**config.mk**
```make
export PLATFORM = sky130hd
export DESIGN_NAME = led_flicker_gen
export DESIGN_NICKNAME = d
export VERILOG_FILES = /design/src/rtl/led_flicker_gen.sv
export SDC_FILE = /design/constraint.sdc
export NUM_CORES = 1
export LEC_CHECK = 0
export BUFFER_PORTS_ARGS = -buffer_cell sky130_fd_sc_hd__buf_4
export CAP_MARGIN = 10
export CORE_AREA = 8 8 123 91
export DETAILED_ROUTE_END_ITERATION = 7
export DIE_AREA = 0 0 131 99
export PLACE_DENSITY_LB_ADDON = 0.1
export SETUP_SLACK_MARGIN = 0.5
export SYNTH_ARGS = -nofsm -noshare
export SYNTH_HDL_FRONTEND = slang
export SYNTH_SLANG_ARGS = --single-unit
export TNS_END_PERCENT = 20
```
**constraint.sdc**
```tcl
create_clock -name clk_i -period 3.9 [get_ports clk_i]
set_input_delay 0.39 -clock clk_i [delete_from_list [all_inputs] [get_ports clk_i]]
set_output_delay 0.39 -clock clk_i [all_outputs]
set_load 0.01 [all_outputs]
```
**src/rtl/led_flicker_gen.sv**
```systemverilog
// LED flicker generator.
//
// Divides clk_i down to a tick time base and toggles the LED every act_hp
// ticks, where act_hp is a shadow copy of half_period_i that is reloaded only
// at toggle boundaries. With a zero half-period the block idles, LED off.
//
// Ports:
//   clk_i                 - clock, all logic on the rising edge
//   srst_n_i              - synchronous active-low reset
//   half_period_i         - requested half-period in ticks (0 = off)
//   led_o                 - registered LED drive (polarity set by LED_ACTIVE_LOW)
//   toggle_stb_o          - one-cycle pulse in the cycle led_o shows its new level
//   active_half_period_o  - half-period currently in use
module led_flicker_gen #(
    parameter int unsigned CLK_FREQ_HZ    = 25_000_000,
    parameter int unsigned TICK_HZ        = 1000,
    parameter int unsigned REG_SIZE       = 32,
    parameter bit          LED_ACTIVE_LOW = 1'b0
) (
    input  logic                clk_i,
    input  logic                srst_n_i,
    input  logic [REG_SIZE-1:0] half_period_i,
    output logic                led_o,
    output logic                toggle_stb_o,
    output logic [REG_SIZE-1:0] active_half_period_o
);

    localparam int unsigned TICK_DIV = CLK_FREQ_HZ / TICK_HZ;
    localparam int unsigned PW       = (TICK_DIV > 2) ? $clog2(TICK_DIV) : 1;

    localparam logic [PW-1:0]       PrescMax = PW'(TICK_DIV - 1);
    localparam logic [PW-1:0]       PrescOne = PW'(1);
    localparam logic [REG_SIZE-1:0] One      = REG_SIZE'(1);

    if (TICK_DIV < 2) begin : g_bad_tick_div
        $error("led_flicker_gen: CLK_FREQ_HZ / TICK_HZ must be at least 2");
    end

    // IDLE/RUN is fully determined by whether a half-period is loaded.
    typedef enum logic {
        StIdle,
        StRun
    } state_e;

    state_e              state;
    logic                tick;
    logic [PW-1:0]       presc_q, presc_d;
    logic [REG_SIZE-1:0] cnt_q, cnt_d;
    logic [REG_SIZE-1:0] act_hp_q, act_hp_d;
    logic                lvl_q, lvl_d;
    logic                stb_q, stb_d;
    logic                led_q;

    always_comb begin
        state = (act_hp_q == '0) ? StIdle : StRun;
    end

    always_comb begin
        presc_d  = presc_q;
        cnt_d    = cnt_q;
        act_hp_d = act_hp_q;
        lvl_d    = lvl_q;
        stb_d    = 1'b0;
        tick     = 1'b0;

        unique case (state)
            StIdle: begin
                presc_d = '0;
                cnt_d   = '0;
                lvl_d   = 1'b0;
                if (half_period_i != '0) begin
                    act_hp_d = half_period_i;
                end
            end
            StRun: begin
                tick    = (presc_q == PrescMax);
                presc_d = tick ? '0 : presc_q + PrescOne;
                if (tick) begin
                    // Last tick of the half-period: the only point where a new
                    // half_period_i is accepted, so a running period always
                    // completes with its original length.
                    if (cnt_q == act_hp_q - One) begin
                        cnt_d    = '0;
                        act_hp_d = half_period_i;
                        if (half_period_i == '0) begin
                            lvl_d = 1'b0;
                        end else begin
                            lvl_d = ~lvl_q;
                            stb_d = 1'b1;
                        end
                    end else begin
                        cnt_d = cnt_q + One;
                    end
                end
            end
            default: ;
        endcase
    end

    always_ff @(posedge clk_i) begin
        if (!srst_n_i) begin
            presc_q  <= '0;
            cnt_q    <= '0;
            act_hp_q <= '0;
            lvl_q    <= 1'b0;
            stb_q    <= 1'b0;
            led_q    <= LED_ACTIVE_LOW;
        end else begin
            presc_q  <= presc_d;
            cnt_q    <= cnt_d;
            act_hp_q <= act_hp_d;
            lvl_q    <= lvl_d;
            stb_q    <= stb_d;
            led_q    <= lvl_d ^ LED_ACTIVE_LOW;
        end
    end

    assign led_o                = led_q;
    assign toggle_stb_o         = stb_q;
    assign active_half_period_o = act_hp_q;

endmodule

```
==> results.toml, run 1 <==
[status]
status = "finished, final reports clean"

[critical_path]
r2r_setup_slack_ps = 650
crit_fanout = 23
arrival_ps = 3470
cp_top_family = "simple AND/OR/NAND/NOR gates"
slowest_delay_ps = 570
critPathLaunch = "active_half_period_o[2]"
critPathLaunchType = "flop"
path_cells = "or3_1 -> nor3_1 -> xnor2_1 -> nand3_1 -> or4_1 -> nor4_1 -> nand4_1 -> nand2_1 -> buf_6 -> nor2_1"
crit_buf_inv = 1
cpMaxStageDelayCell = "or4_1"
r2r-start = "active_half_period_o[2]"
critPathRequiredTime_ps = 4130
r2r-end = "cnt_q[11]"
worstSetupEndpointType = "flop"
reg2regPathDepth = 10
path_class = "flop to flop"

[hold_path]
hold_path_end = "active_half_period_o[18]"
hold_path_depth = 2
hp-class = "input pin to flop"
hold_start = "half_period_i[18]"

[yosys]
synth-async-reset-ratio = 0
netlist_instances = 528
synth_mux_area_frac = 0.004447
synth_flop_cell = "dfxtp_1"
synth_xor_area_frac = 0.1498
syn_nets = 565
synth_top_family_by_area = "simple AND/OR/NAND/NOR gates"
synth_seq_area_share = 0.3602
synth-edff-count = 0
ys_seq_elements = 81
synth_top_area_frac = 0.3602
yosys_warnings = 0
syn_area_per_cell_um2 = 8.526
post_synth_num_cell_types = 59
synth.largest_area_cell = "dfxtp_1"
synth_fa_ha_area_frac = 0.008338
ys_top_cells_by_area = "dfxtp_1 36%, xnor2_1 8.2%, xor2_1 6.8%, a22o_1 5.8%, nor2_1 5.2%"
syn_area_um2 = 4502
synth_compound_area_frac = 0.1384
synthSimpleGateAreaFrac = 0.3002

[place]
routabilityCongestion = 0.8960
numPortBuffers = 67
place_ws_ps = 171.9
dpl_cell_area_um2 = 5182
hpwl_mm = 9.817

[power]
vdd_drop_max_mv = 0.2645
p_int_w = 0.002015
switchingPower_w = 0.001130
netSwitchingFraction = 0.3592
comb_power_share = 0.398
power.share.clock = 0.296
pwr-share-seq = 0.306
finalPower_w = 0.003145
leakage_nw = 2.216
p_per_area_nw_per_um2 = 554.8

[routing]
wl_per_cell_um = 17.62
drc = 0
top_layer_used = "met4"
routed-wl-met3_um = 974
routed_wl_mm = 13.02
viasPerCell = 5.737
wl_met2_mm = 5.740
drt_iter0_drc = 298
num_vias = 4240
drt.antenna.violating_nets = 0
dr.pass1.iters = 5
wl_met1_mm = 6.186

[floorplan]
die_height_um = 99
initial_utilization = 0.4817
dieArea_um2 = 12970
io_pins = 68
num_rows = 30
coreArea_um2 = 9346
die_w_um = 131

[timing]
period_share = 0.8321
fmax_mhz = 308.1
fin_crit_ps = 3245
setup_viol = 0
fin_ws_ps = 654.7
finalMaxSlewViolations = 0
holdWs_ps = 262.3
tightest_slew_ps = 689.9
clock_skew_ps = 5.055
fin_tns_setup_ps = 0
finalHoldViolCount = 0
rsz0062_at_grt = "true"
maxSlewHeadroom = 0.5359

[cts]
holdBufCountCts = 0
cts_sinks = 81
clk_latency_ps = 340
path_clk_slew_ps = 60
cts_buffers = 9
cts_tree = "yes"
clockRootBuffer = "clkbuf_16"
htree_levels = 3
clock_path_buffers = 2

[layout]
final_nets = 643
drive_above_1_share = 0.2226
mostFrequentLayoutCell = "buf_4"
final_cell_mix = "89 x buf_4, 79 x dfxtp_1, 62 x nor2_1, 41 x xnor2_1, 35 x xor2_1"
fin_area_um2 = 5669
synthToLayoutAreaGrowth_pct = 25.93
antenna_cells = 0

[global_route]
grt.total_usage = 0.2062
grt_overflow_total = 0
antenna_found_initial = 0
grt_max_degree = 24
grt_pass1_vias = 4079
grt_pass1_wl_mm = 21.04

[run]
cap_viol_max_count = 0
[final cells by class]
class | count | area, um2
clock buffers | 10 | 239.0
clock inverters | 6 | 90.09
fillers | 823 | 3677
inverters | 14 | 52.55
multi-input cells | 409 | 2813
flip-flops and latches | 81 | 1624
well taps | 128 | 160.2
repair buffers | 91 | 690.7
[what timing repair did]
| item | in CTS | in global routing |
|---|---|---|
| buffers inserted | 4 | 3 |
| resized for setup | 9 | 12 |
| pin swaps | 3 | 2 |
| setup endpoints to repair | 53 | 63 |
[worst max path at each step]
stage                                to  depth (start not counted)
2_1_floorplan  active_half_period_o[17]                         13
3_3_place_gp   active_half_period_o[20]                         12
3_5_place_dp   active_half_period_o[19]                         12
4_1_cts        active_half_period_o[13]                         13
5_1_grt        active_half_period_o[25]                         11
6_report                      cnt_q[11]                         10
[state kept, by name, summed over array words and instances, names as in the netlist]
signal and flops:
presc_q 15, active_half_period_o 32, cnt_q 32, led_o 1, toggle_stb_o 1
[Yosys cell counts (7+ instances only)]
library cell / count
clkbuf_1: 14
nand2_1: 30
nor2_1: 62
o21ai_0: 8
nand2b_1: 7
and3_1: 13
nand3_1: 28
inv_1: 14
nor4_1: 20
nor3_1: 16
xnor2_1: 42
and2_1: 7
a21oi_1: 16
xor2_1: 35
buf_2: 7
nand4_1: 11
a22o_1: 30
dfxtp_1: 81
or3_1: 10
or4_1: 7
[per-stage QoR]
step           instances    util
6_report             739  0.6066
5_1_grt              739  0.6066
4_1_cts              736  0.5973
3_5_place_dp         716  0.5545
3_3_place_gp         716  0.5545
2_1_floorplan        528       -
[power by group through the flow]
stage | clock (W) | combinational [W] | sequential (W)
3_5_place_dp | 0 | 0.00111 | 0.000975
4_1_cts | 0.000947 | 0.00117 | 0.000958
2_1_floorplan | 0 | 0.000770 | 0.000976
6_report | 0.000930 | 0.00125 | 0.000962
3_3_place_gp | 0 | 0.00110 | 0.000974
5_1_grt | 0.000982 | 0.00135 | 0.000972
[kinds of logic after synthesis]
logic type / Yosys count
adder cells (fa/ha/maj): 3
AO/OA/AOI/OAI: 85
XOR/XNOR: 77
multiplexers: 2
AND/OR/NAND/NOR: 242
buffers and inverters: 38
flip-flops: 81
[routing by layer]
layer | track usage | vias to the layer above
met3 | 0.05717 | 10
met4 | 0.05101 | 0
met2 | 0.3109 | 125
met1 | 0.2815 | 2048
met5 | 0 | -
li1 | - | 2057
(Power assumes the default switching activity.)
==> run 2, diff against run 1 <==
clock period = 3.2 ns   (was 3.9 ns; I/O delays follow)
==> run 2 against run 1 <==
  * Power is 32% higher
  * Setup slack worse by 580 ps
  * Die area stayed put
  * Count of clock-buffer cells in the layout is 1 lower
  * Global-route usage is 0.80 points higher
  * Combinational power is 57% higher
  * Register-to-register slack worse by 580 ps
  * Clock skew is 0.64 ps higher
==> results.toml, run 2 (synthesized netlist as in run 1, its figures left out) <==
[hold_path]
hp-class = "input pin to flop"

[global_route]
grt.total_usage = 0.2142
grt_overflow_total = 0
grt_pass1_wl_mm = 21.89
grt_pass1_vias = 4362
grt_max_degree = 19
antenna_found_initial = 0

[layout]
mostFrequentLayoutCell = "buf_4"
final_nets = 675
antenna_cells = 0
synthToLayoutAreaGrowth_pct = 35.05
drive_above_1_share = 0.3002
multi_input_area_um2 = 2964
fill_cells = 799
final_cell_mix = "117 x buf_4, 77 x dfxtp_1, 62 x nor2_1, 40 x xnor2_1, 35 x xor2_1"
fin_area_um2 = 6080
seq_area_um2 = 1627

[critical_path]
cpMaxStageDelayCell = "or3b_4"
cp_top_family = "simple AND/OR/NAND/NOR gates"
path_cells = "inv_4 -> ha_4 -> or3b_4 -> nor3_4 -> a21oi_2 -> or3_4 -> nor3b_4 -> nand3_2 -> nor4_4 -> buf_4 -> a21oi_4 -> buf_12 -> a22o_1"
worstSetupEndpointType = "flop"
path_class = "flop to flop"
crit_fanout = 12
crit_buf_inv = 3
critPathRequiredTime_ps = 3430
slowest_delay_ps = 420
critPathLaunchType = "flop"
arrival_ps = 3350

[power]
pwr-share-seq = 0.275
finalPower_w = 0.004152
power.share.clock = 0.253
netSwitchingFraction = 0.3736
p_int_w = 0.002601
leakage_nw = 2.407
p_per_area_nw_per_um2 = 682.9
comb_power_share = 0.472
switchingPower_w = 0.001551
vdd_drop_max_mv = 0.3616

[cts]
cts_buffers = 9
htree_levels = 3
clock_path_buffers = 2
clockRootBuffer = "clkbuf_16"
cts_tree = "yes"
holdBufCountCts = 0
clk_latency_ps = 340
cts_sinks = 81
path_clk_slew_ps = 60

[status]
status = "finished, final reports clean"

[floorplan]
die_w_um = 131
coreArea_um2 = 9346
io_pins = 68
dieArea_um2 = 12970
die_height_um = 99
initial_utilization = 0.4817
num_rows = 30

[timing]
clock_skew_ps = 5.691
fin_tns_setup_ps = 0
finalHoldViolCount = 0
maxSlewHeadroom = 0.5892
finalMaxSlewViolations = 0
rsz0062_at_grt = "true"
fin_crit_ps = 3127
tightest_slew_ps = 610.6
setup_viol = 0
period_share = 0.9771
fmax_mhz = 319.8

[run]
cap_viol_max_count = 0

[routing]
drt.antenna.violating_nets = 0
num_vias = 4423
viasPerCell = 5.737
drc = 0
dr.pass1.iters = 5
wl_per_cell_um = 17.93
drt_iter0_drc = 309
routed_wl_mm = 13.83

[place]
routabilityCongestion = 0.8946
hpwl_mm = 9.951
dpl_cell_area_um2 = 5440
numPortBuffers = 67
## run 2: changes by cell type in the layout (fill, tap and decap cells not counted), moves of 2 or more
cell,before,now
nor3_2,2,5
clkinvlp_4,1,3
nand3_1,27,24
buf_4,89,117
dfxtp_1,79,77
or3_4,1,6
inv_1,14,12
nor3_1,15,11
nand3_2,1,4
dfxtp_2,2,4
or3_1,10,5
buf_12,0,4
## run 2: path summary, 6_finish.rpt
kind              slack [ps]                        to  cells past startpoint                    start
hold / removal           200   active_half_period_o[6]                      2         half_period_i[6]
setup reg to reg          70  active_half_period_o[15]                     13  active_half_period_o[0]
hold reg to reg          470                presc_q[0]                      1               presc_q[0]
setup / recovery          70  active_half_period_o[15]                     13  active_half_period_o[0]
## run 2: cell type report
class                      instances  share of cell area
multi-input combinational        410              0.4875
sequential                        81              0.2675
clock buffer                       9             0.03704
inverter                          14            0.009055
clock inverter                     7             0.01297
tap                              128             0.02634
timing repair buffer             122              0.1595
## run 2: repair_timing
action	CTS	global route
resized for setup	15	26
setup buffers	11	3
pin swaps	8	17
gates cloned	1	0
endpoints found under the setup margin	65	66
## run 2: metal layers
| metal | part of all wire | wire (um) | vias to the layer above | track usage |
|---|---|---|---|---|
| li1 | - | - | 2132 | - |
| met1 | 0.46 | 6334 | 2128 | 0.2844 |
| met2 | 0.45 | 6192 | 147 | 0.3255 |
| met3 | 0.080 | 1101 | 16 | 0.06095 |
| met4 | 0.014 | 197 | 0 | 0.06684 |
| met5 | 0 | 0 | - | 0 |
## run 2: worst reg2reg max path, cell delays in order, from the launching register on
cell	delay (ps)
dfxtp_2	330
inv_4	50
ha_4	140
or3b_4	420
nor3_4	290
a21oi_2	90
or3_4	390
nor3b_4	260
nand3_2	130
nor4_4	250
buf_4	180
a21oi_4	70
buf_12	150
a22o_1	240
## run 2: stage by stage
step	setup WS, ps	std cells	util	hold WS (ps)
after floorplan	114.6	528	-	429.9
final	73.20	771	0.6505	197.6
after global placement	-0.9133	740	0.5821	446.1
after detailed placement	-85.68	740	0.5821	452.9
after CTS	160.3	768	0.6333	186.7
after global routing	-8.638	771	0.6505	196.1
## run 2: power groups by stage
stage	logic [W]	registers, W	clock network (W)
3_3_place_gp	0.00153	0.00116	0
5_1_grt	0.00208	0.00115	0.00111
4_1_cts	0.00171	0.00114	0.00107
3_5_place_dp	0.00155	0.00116	0
6_report	0.00196	0.00114	0.00105
2_1_floorplan	0.000988	0.00119	0
==> run 3, diff against run 2 <==
--- a/config.mk
+++ b/config.mk
@@ -12,3 +12,4 @@
 export DIE_AREA = 0 0 131 99
-export PLACE_DENSITY_LB_ADDON = 0.1
+export HOLD_SLACK_MARGIN = 0.12
+export PLACE_DENSITY = 0.72
 export SETUP_SLACK_MARGIN = 0.5
--- a/constraint.sdc
+++ b/constraint.sdc
@@ -3,2 +3,2 @@
 set_output_delay 0.32 -clock clk_i [all_outputs]
-set_load 0.01 [all_outputs]
+set_load 0.1 [all_outputs]
==> run 3 against run 2 <==
  * Power rose by 11%
  * Wire length rose by 5.9%
  * Die area did not move
  * Non-clock buffer count did not move
  * Register-to-register slack improved by 60 ps
  * Cell area rose by 1.2%
  * Clock power rose by 14%
  * Largest cell class unchanged
==> results.toml, run 3 (synthesized netlist as in run 1, its figures left out) <==
[hold_path]
hold_path_depth = 2
hold_path_end = "active_half_period_o[10]"
hp-class = "input pin to flop"
hold_start = "half_period_i[10]"

[global_route]
grt.total_usage = 0.2197
grt_pass1_vias = 4419
grt_pass1_wl_mm = 22.43
antenna_found_initial = 0
use_met2 = 0.3377
grt_overflow_total = 0
grt_util_met3 = 0.06958
grt_max_degree = 20
grtUsageMet1 = 0.2919
top_usage_layer = "met2"

[routing]
dr.pass1.iters = 5
drc = 0
drt.antenna.violating_nets = 0
routed_wl_mm = 14.63
drt_iter0_drc = 439
wl_per_cell_um = 18.98
viasPerCell = 5.872
num_vias = 4527

[timing]
setup_viol = 0
rsz0062_at_grt = "true"
finalHoldViolCount = 0
finalMaxSlewViolations = 0
clock_skew_ps = 4.402
maxSlewHeadroom = 0.5673
tightest_slew_ps = 643.2
holdWs_ps = 190.9
fin_crit_ps = 3065
period_share = 0.9578
fmax_mhz = 326.3

[critical_path]
crit_fanout = 9
arrival_ps = 3300
r2r_setup_slack_ps = 140
r2r-start = "active_half_period_o[11]"
r2r-end = "active_half_period_o[1]"
reg2regPathDepth = 11
worstSetupEndpointType = "flop"
critPathLaunchType = "flop"
critPathRequiredTime_ps = 3440
path_class = "flop to flop"

[floorplan]
initial_utilization = 0.4817
die_height_um = 99
dieArea_um2 = 12970
num_rows = 30
io_pins = 68
die_w_um = 131
coreArea_um2 = 9346

[cts]
holdBufCountCts = 0
clockRootBuffer = "clkbuf_16"
clk_latency_ps = 350
cts_tree = "yes"
path_clk_slew_ps = 60
htree_levels = 3
cts_buffers = 9
clock_path_buffers = 2
cts_sinks = 81

[layout]
mostFrequentLayoutCell = "buf_4"
synthToLayoutAreaGrowth_pct = 36.63
final_cell_mix = "112 x buf_4, 62 x nor2_1, 60 x dfxtp_1, 42 x xnor2_1, 35 x xor2_1"
drive_above_1_share = 0.3142
final_nets = 675
final_util = 0.6581
antenna_cells = 0

[place]
hpwl_mm = 10.50
numPortBuffers = 67
routabilityCongestion = 0.9149

[run]
cap_viol_max_count = 0

[power]
vdd_drop_max_mv = 0.4025
leakage_nw = 2.433
p_per_area_nw_per_um2 = 748.7

[status]
status = "finished, final reports clean"
## run 3: cell types whose count changed in the layout (fill, tap and decap cells not counted), sizes merged
cell      previous run  this run
clkinv               1         2
buf                122       120
clkinvlp             3         2
inv                 16        14
bufinv               1         3
clkbuf               9        11
## run 3: layout make-up
type	count	area, um2
clock buffers	9	225.2
clock inverters	7	118.9
fillers	760	3196
inverters	14	55.05
multi-input cells	410	2918
flip-flops and latches	81	1658
well taps	128	160.2
repair buffers	122	1016
## run 3: layer usage
layer / vias to the layer above / share of wire
met5: - / 0
met2: 168 / 0.46
li1: 2126 / -
met1: 2220 / 0.46
met4: 0 / 0.0084
met3: 13 / 0.076
## run 3: repair_timing
action | 4_1_cts | 5_1_grt
setup buffers | 9 | 4
pin swaps | 8 | 14
gates cloned | 1 | 2
endpoints found under the setup margin | 66 | 66
gates resized for setup | 18 | 19
## run 3: where the power goes
group | internal [W] | switching [W]
Combinational | 0.000906 | 0.00135
Sequential | 0.00108 | 0.0000762
Clock | 0.000762 | 0.000435
## run 3: how the worst max path moves through the flow
stage,cells after the start,from,slack [ps],endpoint
after global placement,9,active_half_period_o[17],-30,active_half_period_o[15]
final,11,active_half_period_o[11],140,active_half_period_o[1]
after floorplan,14,active_half_period_o[0],-60,active_half_period_o[17]
after global routing,12,active_half_period_o[14],20,active_half_period_o[1]
after detailed placement,9,active_half_period_o[17],-140,active_half_period_o[17]
after CTS,11,active_half_period_o[12],160,active_half_period_o[17]
## run 3: critical path, stage by stage, from the launching register on
cell,delay (ps)
dfxtp_2,330
or3_4,390
or3_4,400
or4_4,500
and3_1,200
o22a_2,230
nand4b_4,100
nand3b_1,190
o22ai_4,100
buf_12,150
buf_6,130
a22o_1,230
## run 3: per-stage QoR
| stage | setup slack (ps) | instances | setup TNS (ps) | power, W | instance area, um2 |
|---|---|---|---|---|---|
| 2_1_floorplan | -63.27 | 528 | -1254 | 0.002500 | 4598 |
| 3_3_place_gp | -28.09 | 739 | -649.6 | 0.003015 | 5439 |
| 3_5_place_dp | -137.7 | 739 | -3307 | 0.003036 | 5439 |
| 4_1_cts | 161.5 | 765 | 0 | 0.004377 | 5972 |
| 5_1_grt | 16.05 | 771 | 0 | 0.004781 | 6151 |
| 6_report | 135.1 | 771 | 0 | 0.004605 | 6151 |
